<file path="config.mk">
export PLATFORM = sky130hd
export DESIGN_NAME = mem_dump_ctrl
export DESIGN_NICKNAME = d
export VERILOG_FILES = /design/src/rtl/mem_dump_ctrl.sv
export SDC_FILE = /design/constraint.sdc
export NUM_CORES = 1
export LEC_CHECK = 0
export ABC_AREA = 1
export CAP_MARGIN = 10
export CORE_UTILIZATION = 49
export CTS_BUF_LIST = sky130_fd_sc_hd__clkbuf_16
export DETAILED_ROUTE_END_ITERATION = 8
export PLACE_DENSITY = 0.87
export SYNTH_ARGS = -nofsm -noshare
export SYNTH_HDL_FRONTEND = slang
export SYNTH_SLANG_ARGS = --single-unit
</file>
<file path="constraint.sdc">
create_clock -name i_clk -period 3.7 [get_ports i_clk]
set_input_delay 1.11 -clock i_clk [delete_from_list [all_inputs] [get_ports i_clk]]
set_output_delay 1.11 -clock i_clk [all_outputs]
set_load 0.02 [all_outputs]
</file>
<file path="src/rtl/mem_dump_ctrl.sv">
// Debug memory dump sequencer: walks the MEM-stage data memory word by word
// and streams each word LSB-first as four bytes through the UART TX handshake.
module mem_dump_ctrl #(
  parameter int ADDR_WIDTH = 8
) (
  input  logic        i_clk,
  input  logic        i_reset,
  input  logic        i_start,
  input  logic        i_halted,
  output logic [31:0] o_mem_addr,
  input  logic [31:0] i_mem_data,
  output logic [7:0]  o_tx_data,
  output logic        o_tx_start,
  input  logic        i_tx_done,
  output logic        o_busy,
  output logic        o_done,
  output logic        o_abort
);

  typedef enum logic [2:0] {
    S_IDLE,
    S_LOAD,
    S_SEND,
    S_WAIT_TX,
    S_NEXT,
    S_DONE
  } state_e;

  // Address of the last word in the memory (2^ADDR_WIDTH - 4).
  localparam logic [ADDR_WIDTH-1:0] LAST_ADDR = ~ADDR_WIDTH'(3);

  state_e                state_q, state_d;
  logic [ADDR_WIDTH-1:0] addr_q, addr_d;
  logic [1:0]            byte_idx_q, byte_idx_d;
  logic [31:0]           word_q, word_d;
  logic                  abort_q, abort_d;

  always_comb begin
    // NOTE: every variable gets a default first so no path leaves one unassigned (no latches).
    state_d    = state_q;
    addr_d     = addr_q;
    byte_idx_d = byte_idx_q;
    word_d     = word_q;
    abort_d    = 1'b0;

    unique case (state_q)
      S_IDLE: begin
        if (i_start && i_halted) begin
          addr_d     = '0;
          byte_idx_d = '0;
          state_d    = S_LOAD;
        end
      end
      S_LOAD: begin
        word_d  = i_mem_data;
        state_d = S_SEND;
      end
      S_SEND: state_d = S_WAIT_TX;
      S_WAIT_TX: begin
        if (i_tx_done) begin
          if (byte_idx_q == 2'd3) begin
            state_d = S_NEXT;
          end else begin
            byte_idx_d = byte_idx_q + 2'd1;
            word_d     = word_q >> 8;
            state_d    = S_SEND;
          end
        end
      end
      S_NEXT: begin
        if (addr_q == LAST_ADDR) begin
          state_d = S_DONE;
        end else begin
          addr_d     = addr_q + ADDR_WIDTH'(4);
          byte_idx_d = '0;
          state_d    = S_LOAD;
        end
      end
      S_DONE: state_d = S_IDLE;
      default: state_d = S_IDLE;
    endcase

    // Losing the halt hands the memory port back to the pipeline; this wins over i_tx_done.
    if (state_q inside {S_LOAD, S_SEND, S_WAIT_TX, S_NEXT} && !i_halted) begin
      state_d = S_IDLE;
      abort_d = 1'b1;
    end
  end

  always_ff @(posedge i_clk) begin
    if (i_reset) begin
      state_q    <= S_IDLE;
      addr_q     <= '0;
      byte_idx_q <= '0;
      word_q     <= '0;
      abort_q    <= 1'b0;
    end else begin
      // NOTE: non-blocking assignments so every flop samples the pre-edge values.
      state_q    <= state_d;
      addr_q     <= addr_d;
      byte_idx_q <= byte_idx_d;
      word_q     <= word_d;
      abort_q    <= abort_d;
    end
  end

  assign o_busy     = (state_q != S_IDLE);
  assign o_mem_addr = o_busy ? 32'(addr_q) : 32'd0;
  assign o_tx_data  = o_busy ? word_q[7:0] : 8'd0;
  assign o_tx_start = (state_q == S_SEND);
  assign o_done     = (state_q == S_DONE);
  assign o_abort    = abort_q;

endmodule

</file>
# ---- Word-level counts from Yosys, hierarchy flattened
# Index checks and enable logic that the tools add are counted.
dict set report word_totals {
  ff_bits 46
  latchBits 0
  ramBits 0
  romBits 0
  inputBits 37
  out_inout_bits 44
  mem_count 0
}
dict set report classes {
  addsub 2
  multipliers 0
  div 0
  n_lt_le_gt_ge 0
  n_eq_ne 11
  n_shift 0
  n_mux 19
  bitwise_logic 0
  reduce_logical 14
}
# cell n
set ops {}
lappend ops {{two-way mux 32 bit} 2}
lappend ops {{case mux 32 bit (2 select lines)} 1}
lappend ops {{two-way mux 8 bit} 4}
lappend ops {{case mux 8 bit (2 select lines)} 1}
lappend ops {{case mux 3 bit (5 select lines)} 1}
lappend ops {{two-way mux 3 bit} 4}
lappend ops {{adder 8 x 3 -> 8 bit (second input constant)} 1}
lappend ops {{equality test 8 bit (second input constant)} 1}
lappend ops {{two-way mux 2 bit} 4}
lappend ops {{!= test 2 bit (second input constant)} 4}
lappend ops {{equality test 3 x 2 -> 1 bit (second input constant)} 2}
lappend ops {{equality test 3 bit (second input constant)} 2}
lappend ops {{case mux 2 bit (3 select lines)} 1}
lappend ops {{AND reduction 3 bit} 2}
lappend ops {{nonzero test 3 bit} 2}
lappend ops {{AND reduction 5 bit} 1}
lappend ops {{nonzero test 2 bit} 2}
lappend ops {{nonzero test 4 bit} 1}
lappend ops {{equality test 3 x 1 -> 1 bit (second input constant)} 1}
lappend ops {{logical NOT 3 bit} 1}
lappend ops {{adder 2 x 1 -> 2 bit (second input constant)} 1}
lappend ops {{equality test 2 bit (second input constant)} 1}
lappend ops {{logical AND 1 bit} 2}
lappend ops {{AND reduction 2 bit} 1}
lappend ops {{other kinds (3)} 3}

# ---- Logic depth before layout (Yosys ltp)
# Gate-level depths: netlist of run 1.
dict set report logic_depth {
  ltp_word 4
  mapped_depth 10
  depth_no_buf 9
}

# ---- Worst setup path before layout of run 1
# No wires, ideal clock.
dict set report synth_timing {
  path_type {reg2out}
  start {reg state_q[1]}
  end {out o_busy}
  arrival_ns 1.269
  path_slack_ns 1.321
  stages_incl_launch_ff 7
  path_buffers 2
  path_cell_list {dfxtp_1 > buf_4 > inv_2 > nand2_1 > nor2_4 > clkbuf_1 > inv_1}
}
dict set report synth_via {
  elab_chain_len 1
}
# element line_no
set synth_rtl {}
lappend synth_rtl {{start: declaration} 32} ;# state_e state_q, state_d;
lappend synth_rtl {{start signal: assignment} 99} ;# state_q <= state_d;
lappend synth_rtl {{nonzero test 3 bit} 107} ;# assign o_busy = (state_q != S_IDLE);
lappend synth_rtl {{end: declaration} 15} ;# output logic o_busy,
# Every way passes these cells.

# ---- Worst setup path in the final report of run 1
dict set report layout_timing {
  start {reg state_q[1]}
  end {out o_mem_addr[2]}
}
dict set report layout_via {
  elab_chain_len 2
}
# element line_no
set layout_rtl {}
lappend layout_rtl {{nonzero test 3 bit} 107}
lappend layout_rtl {{two-way mux 8 bit} 108} ;# assign o_mem_addr = o_busy ? 32'(addr_q) : 32'd0;
lappend layout_rtl {{end: declaration} 10} ;# output logic [31:0] o_mem_addr,
# Every way passes these cells.

==> out/summary.txt, run 1 <==
Worst slew margin: 0.5192
Initial Util: 0.5111
Critical Setup Path Class: flip-flop to output port
Post-route DRC: 0
measured slew at the worst slew-check pin: 0.7205 ns
initial antenna violation count: 0
Total Nets Final: 447
I/O Pins: 81
detailed-route wire length: 5004 um
synthesized area per cell: 6.731 um2
worst path required time: 2.59 ns
GRT Util Overall: 0.2030
Congestion Overflow GR: 0
row cnt: 25
CTS tree: built
Netlist Area Pre-Place: 0.002430 mm2
run status: finished, final reports clean
CTS H-tree lvls: 2
register area: 880.8 um2
synth unique cells: 25
unrepaired setup endpoints after global routing: no
via count: 2,214
highest routed layer: met4
Detailed Routing Iterations Pass 1: 4
Hold Path Class: flip-flop to flip-flop
fin crit share: 0.8359
post-DP HPWL: 3555 um
CP endpoint kind: output port
Placeable Area: 0.004755 mm2
area share of the largest cell type after synthesis: 0.3625
Top FF cell, synth: dfxtp_1
element type at the critical path start: flip-flop
I/O Buffers: 54
hold path depth: 2
wl on met1: 2277 um
area of the multi-input gates: 0.001165 mm2
drt wl/cell: 10.53 um
Met2 Routed Length: 2336 um
synthesized flop and latch total: 44
synth cell count leaders: 72 x nand2_1, 48 x a21oi_1, 44 x dfxtp_1, 44 x inv_1
share of cells above drive strength 1: 0.04167
routability congestion estimate: 0.8573
fin area: 0.003053 mm2
number of synthesized flops with an enable pin: 0
antenna cells: 0
first-pass GRT wire length: 8321 um
Post-Route Utilization: 0.6421
final setup vio count: 0
final-report hold violation count: 0
PD cells: 416.0 mW/mm2
Die Y: 72.42 um
Clock Sinks: 44
CTS Hold Bufs: 0
min Tclk post-route: 3.093 ns
cells after synthesis: 361
top post-synthesis cells by area: dfxtp_1 36%, nand2_1 11%, a21oi_1 9.9%
Clk pin slew, worst setup/hold paths: 0.06 ns
total setup buffers inserted after CTS: 0
Worst EP arrival: 1.98 ns
clk_skew: 0.004087 ns
Crit Path Max Fanout: 17
dpl cell area: 0.002885 mm2
worst-skew pair later-pin latency: 0.29 ns
maximum number of pins on one net before global-route repair: 49
Peak VDD IR: 217.2 uV
DIE AREA: 0.005245 mm2
Fmax achieved: 323.3 MHz
fill cell count: 427
Reg2Reg Depth: 7
Post-synth ARST share: 0
Max Cap Viol: 0
vias in the first global route: 1,902
Leakage: 1.271 nW
Area Growth Syn to Fin: 25.64%
ANT nets after route: 0
Gates resized, CTS repair: 0
first-iteration detailed-routing DRC count: 176
dominant cell by count in the synthesized netlist: nand2_1
share of the yosys chip area belonging to registers: 0.3625
largest area contributor in the netlist: dfxtp_1
clock root buffer: clkbuf_16
die width: 72.42 um
vias per std cell: 4.661
met3 routed WL: 321 um
Clock Tree Buf Depth: 2
setup_tns: 0 ns
YS warnings: 0
count of final max-slew check failures: 0
total CTS buffers: 5
==> cells in the final DEF (no fill, tap or decap), types with 2 or more instances in the layout <==
cell type	count
conb_1	26
ha_1	3
dfxtp_1	44
nand2_1	72
nand3_1	13
inv_2	2
a21oi_1	48
o21ai_1	13
nor2_1	28
inv_1	44
clkdlybuf4s50_1	54
buf_4	3
nand4_1	2
o21ai_0	28
clkbuf_16	5
nor3_1	11
==> per-layer routing <==
| layer | vias to the layer above | global-route usage |
|---|---|---|
| li1 | 1193 | - |
| met1 | 923 | 0.2617 |
| met3 | 8 | 0.05000 |
| met5 | - | 0 |
| met2 | 90 | 0.3302 |
| met4 | 0 | 0.07190 |
==> final timing paths <==
kind                    from             to  slack (ns)
setup / recovery  state_q[1]  o_mem_addr[2]        0.61
setup reg to reg  state_q[1]      word_q[4]        1.73
hold reg to reg   word_q[15]     word_q[15]        0.45
hold / removal    word_q[15]     word_q[15]        0.45
==> where the power goes <==
| group | internal [W] | total [W] | switching, W |
|---|---|---|---|
| combinational | 0.0000962 | 0.000236 | 0.000140 |
| sequential | 0.000516 | 0.000533 | 0.0000170 |
| clock | 0.000317 | 0.000501 | 0.000184 |
| total | 0.000930 | 0.00127 | 0.000341 |
==> cells by family after synthesis <==
group | after synthesis | synth area share
AND/OR/NAND/NOR | 129 | 0.2204
AO/OA/AOI/OAI | 92 | 0.1962
XOR/XNOR | 2 | 0.007210
buffers and inverters | 90 | 0.1967
adder cells (fa/ha/maj) | 3 | 0.01545
flip-flops | 44 | 0.3625
other | 1 | 0.001543
==> cell type report <==
type / count / share of cell area
multi-input combinational: 252 / 0.3816
sequential: 44 / 0.2885
timing repair buffer: 58 / 0.1910
inverter: 46 / 0.05656
clock buffer: 5 / 0.04098
tap: 67 / 0.02746
clock inverter: 3 / 0.01393
==> critical path: stages (launching register included) <==
cell	delay, ns
dfxtp_1	0.40
inv_2	0.17
nand2_1	0.14
nor2_4	0.34
nor2_1	0.10
clkdlybuf4s50_1	0.55
==> through the flow <==
stage | total power, W | hold WS (ns) | cells | setup WS [ns]
3_3_place_gp | 0.0007700 | 0.4359 | 467 | 0.9153
4_1_cts | 0.001271 | 0.4494 | 475 | 0.6017
3_5_place_dp | 0.0007774 | 0.4410 | 467 | 0.8699
5_1_grt | 0.001328 | 0.4666 | 475 | 0.4691
2_1_floorplan | 0.0007271 | 0.4245 | 386 | 1.321
6_report | 0.001270 | 0.4479 | 475 | 0.6072
==> flip-flops by register name, indices dropped and copies added (netlist names) <==
signal / count
word_q: 32
o_abort: 1
state_q: 3
byte_idx_q: 2
addr_q: 6
Note: power is estimated with default switching activity, not from simulation.
==> run 2: changes to the inputs <==
--- a/config.mk
+++ b/config.mk
@@ -7,10 +7,10 @@
 export LEC_CHECK = 0
 export ABC_AREA = 1
 export CAP_MARGIN = 10
-export CORE_UTILIZATION = 49
+export CORE_UTILIZATION = 46
 export CTS_BUF_LIST = sky130_fd_sc_hd__clkbuf_16
 export DETAILED_ROUTE_END_ITERATION = 8
-export PLACE_DENSITY = 0.87
+export PLACE_DENSITY = 0.82
 export SYNTH_ARGS = -nofsm -noshare
 export SYNTH_HDL_FRONTEND = slang
 export SYNTH_SLANG_ARGS = --single-unit
==> constraint.sdc (replaced) <==
create_clock -name i_clk -period 3.24 [get_ports i_clk]
set_input_delay 0.972 -clock i_clk [delete_from_list [all_inputs] [get_ports i_clk]]
set_output_delay 0.972 -clock i_clk [all_outputs]
set_load 0.02 [all_outputs]
==> run 2 against run 1 <==
  * Global-route usage fell by 0.41 points
  * Wire length rose by 4.5%
  * Worst setup slack got worse by 0.34 ns
  * Largest cell class unchanged
  * Critical path depth did not move
  * Count of clock-buffer cells in the layout did not move
  * Die area rose by 6.3%
  * Final area fell by 0.78%
  * Sequential share of layout area rose by 0.23 points
  * Total power rose by 6.8%
  * Non-clock buffer count rose by 2
  * Sequential power rose by 14%
==> out/summary.txt, run 2 (synthesized netlist as in run 1, its figures left out) <==
run status: finished, final reports clean
area of the multi-input gates: 0.001165 mm2 (unchanged)
first-iteration detailed-routing DRC count: 154 (-13%)
CTS H-tree lvls: 2 (unchanged)
CTS tree: built
Largest regs: word_q: 32 flops, addr_q: 6 flops, state_q: 3 flops
Die Y: 74.68 um (+3.1%)
I/O Buffers: 54 (unchanged)
I/O Pins: 81 (unchanged)
max FFs per register: 32 (unchanged)
drt wl/cell: 10.92 um (+3.6%)
fin area: 0.003029 mm2 (-0.78%)
Initial Util: 0.4757 (-0.03531)
Gates resized, CTS repair: 0 (unchanged)
fill cell count: 489 (+15%)
min Tclk post-route: 2.969 ns
Detailed Routing Iterations Pass 1: 5 (+1)
Crit Reg-Reg Startpoint: state_q[1]
Peak VDD IR: 250.2 uV (+15%)
hold path depth: 2 (unchanged)
worst path required time: 2.27 ns (-0.32 ns)
via count: 2,282 (+3.1%)
count of final max-slew check failures: 0 (unchanged)
clk_skew: 0.001894 ns (-0.002192 ns)
total setup buffers inserted after CTS: 0 (unchanged)
row cnt: 26 (+4.0%)
Clock Tree Buf Depth: 2 (unchanged)
DIE AREA: 0.005577 mm2 (+6.3%)
Crit Path Max Fanout: 17 (unchanged)
slowest cell delay on critical path: 0.55 ns (about the same)
first-pass GRT wire length: 8652 um (+4.0%)
Clock Sinks: 44 (unchanged)
Congestion Overflow GR: 0 (unchanged)
detailed-route wire length: 5230 um (+4.5%)
maximum number of pins on one net before global-route repair: 57 (+16%)
CTS Hold Bufs: 0 (unchanged)
measured slew at the worst slew-check pin: 0.7351 ns (+0.01461 ns)
commonest non-fill, non-tap cells in the layout: 72 x nand2_1, 54 x clkdlybuf4s50_1, 48 x a21oi_1
unrepaired setup endpoints after global routing: no
most common cell after layout, fill and taps aside: nand2_1
die width: 74.68 um (+3.1%)
end of the worst hold path: word_q[19]
Worst EP arrival: 2.00 ns (+0.02 ns)
antenna cells: 0 (unchanged)
Leakage: 1.258 nW (-1.0%)
post-DP HPWL: 3691 um (+3.8%)
Total Nets Final: 449 (+0.45%)
clock root buffer: clkbuf_16
crit path cell chain: inv_2 > nand2_1 > nor2_4 > nor2_1 > clkdlybuf4s50_1
Fmax achieved: 336.8 MHz
Worst slew margin: 0.5094 (-0.009754)
vias per std cell: 4.764 (+2.2%)
Hold Path Class: flip-flop to flip-flop
final-report hold violation count: 0 (unchanged)
Clk pin slew, worst setup/hold paths: 0.06 ns (about the same)
initial antenna violation count: 0 (unchanged)
setup_tns: 0 ns (unchanged)
Critical Setup Path Class: flip-flop to output port
Area Growth Syn to Fin: 24.67%
share of cells above drive strength 1: 0.04645 (+0.004788)
routability congestion estimate: 0.8984 (+4.8%)
ANT nets after route: 0 (unchanged)
PD cells: 447.8 mW/mm2 (+7.6%)
Worst R2R End: word_q[9]
GRT Util Overall: 0.1989 (-0.004134)
CP endpoint kind: output port
Placeable Area: 0.005107 mm2 (+7.4%)
fin crit share: 0.9164
Top reg by flops: word_q
dpl cell area: 0.002892 mm2 (+0.22%)
final setup vio count: 0 (unchanged)
Max Cap Viol: 0 (unchanged)
Worst Min Path Start: word_q[19]
Reg2Reg Depth: 8 (+1)
worst-skew pair later-pin latency: 0.28 ns (about the same)
register area: 880.8 um2 (unchanged)
Slowest-stage cell, CP: clkdlybuf4s50_1
setup slack, reg-to-reg: 1.29 ns (-0.44 ns)
element type at the critical path start: flip-flop
vias in the first global route: 2,012 (+5.8%)
total CTS buffers: 5 (unchanged)
Post-route DRC: 0 (unchanged)
-- run 2: cell types whose count changed in the layout (fill, tap and decap cells not counted) --
cell        delta
clkinv_1       -1
buf_4          +3
buf_12         -1
bufinv_16      -1
clkinv_4       -1
clkinv_2       +1
clkinvlp_4     +1
-- run 2: metal layers --
| layer | global-route usage | part of all wire | up-vias |
|---|---|---|---|
| li1 | - | - | 1194 |
| met1 | 0.2644 | 0.46 | 997 |
| met2 | 0.3343 | 0.48 | 87 |
| met3 | 0.04150 | 0.053 | 4 |
| met4 | 0.04193 | 0.0055 | 0 |
| met5 | 0 | 0 | - |
-- run 2: worst max path at each step --
stage	from	end	slack, ns	cells past startpoint
global placement	state_q[1]	o_tx_data[4]	0.63	5
detailed placement	state_q[1]	o_tx_data[2]	0.55	5
finish	state_q[1]	o_tx_data[5]	0.27	5
CTS	state_q[1]	o_tx_data[2]	0.25	5
floorplan	state_q[1]	o_busy	1.0	6
global route	state_q[1]	o_tx_data[2]	0.13	5
-- run 2: through the flow --
stage                     cells    util  power (W)  hold WS [ns]  setup WS (ns)
final                       479  0.5931   0.001356        0.4469         0.2710
after global routing        479  0.5931   0.001425        0.4693         0.1320
after CTS                   479  0.5931   0.001357        0.4482         0.2469
after detailed placement    472  0.5661  0.0008884        0.4394         0.5494
after global placement      472  0.5661  0.0008790        0.4341         0.6314
after floorplan             386       -  0.0008303        0.4245         0.9988
-- run 2: critical path: cells and delay by family, from the launching register on --
kind	cells	cell delay (ns)
buffers and inverters	2	0.72
DFF	1	0.40
and+or+nand+nor	3	0.58
-- run 2: power by group --
part	total [W]	internal, W	leakage (nW)	switching [W]
clock	0.000478	0.000280	0.0657	0.000198
sequential	0.000610	0.000590	0.360	0.0000200
combinational	0.000269	0.000108	0.833	0.000161
-- run 2: final cells by class --
class	count	share of cell area
clock inverters	2	0.004131
repair buffers	60	0.1933
multi-input cells	252	0.3846
flip-flops and latches	44	0.2908
clock buffers	5	0.04131
inverters	46	0.05700
well taps	70	0.02891
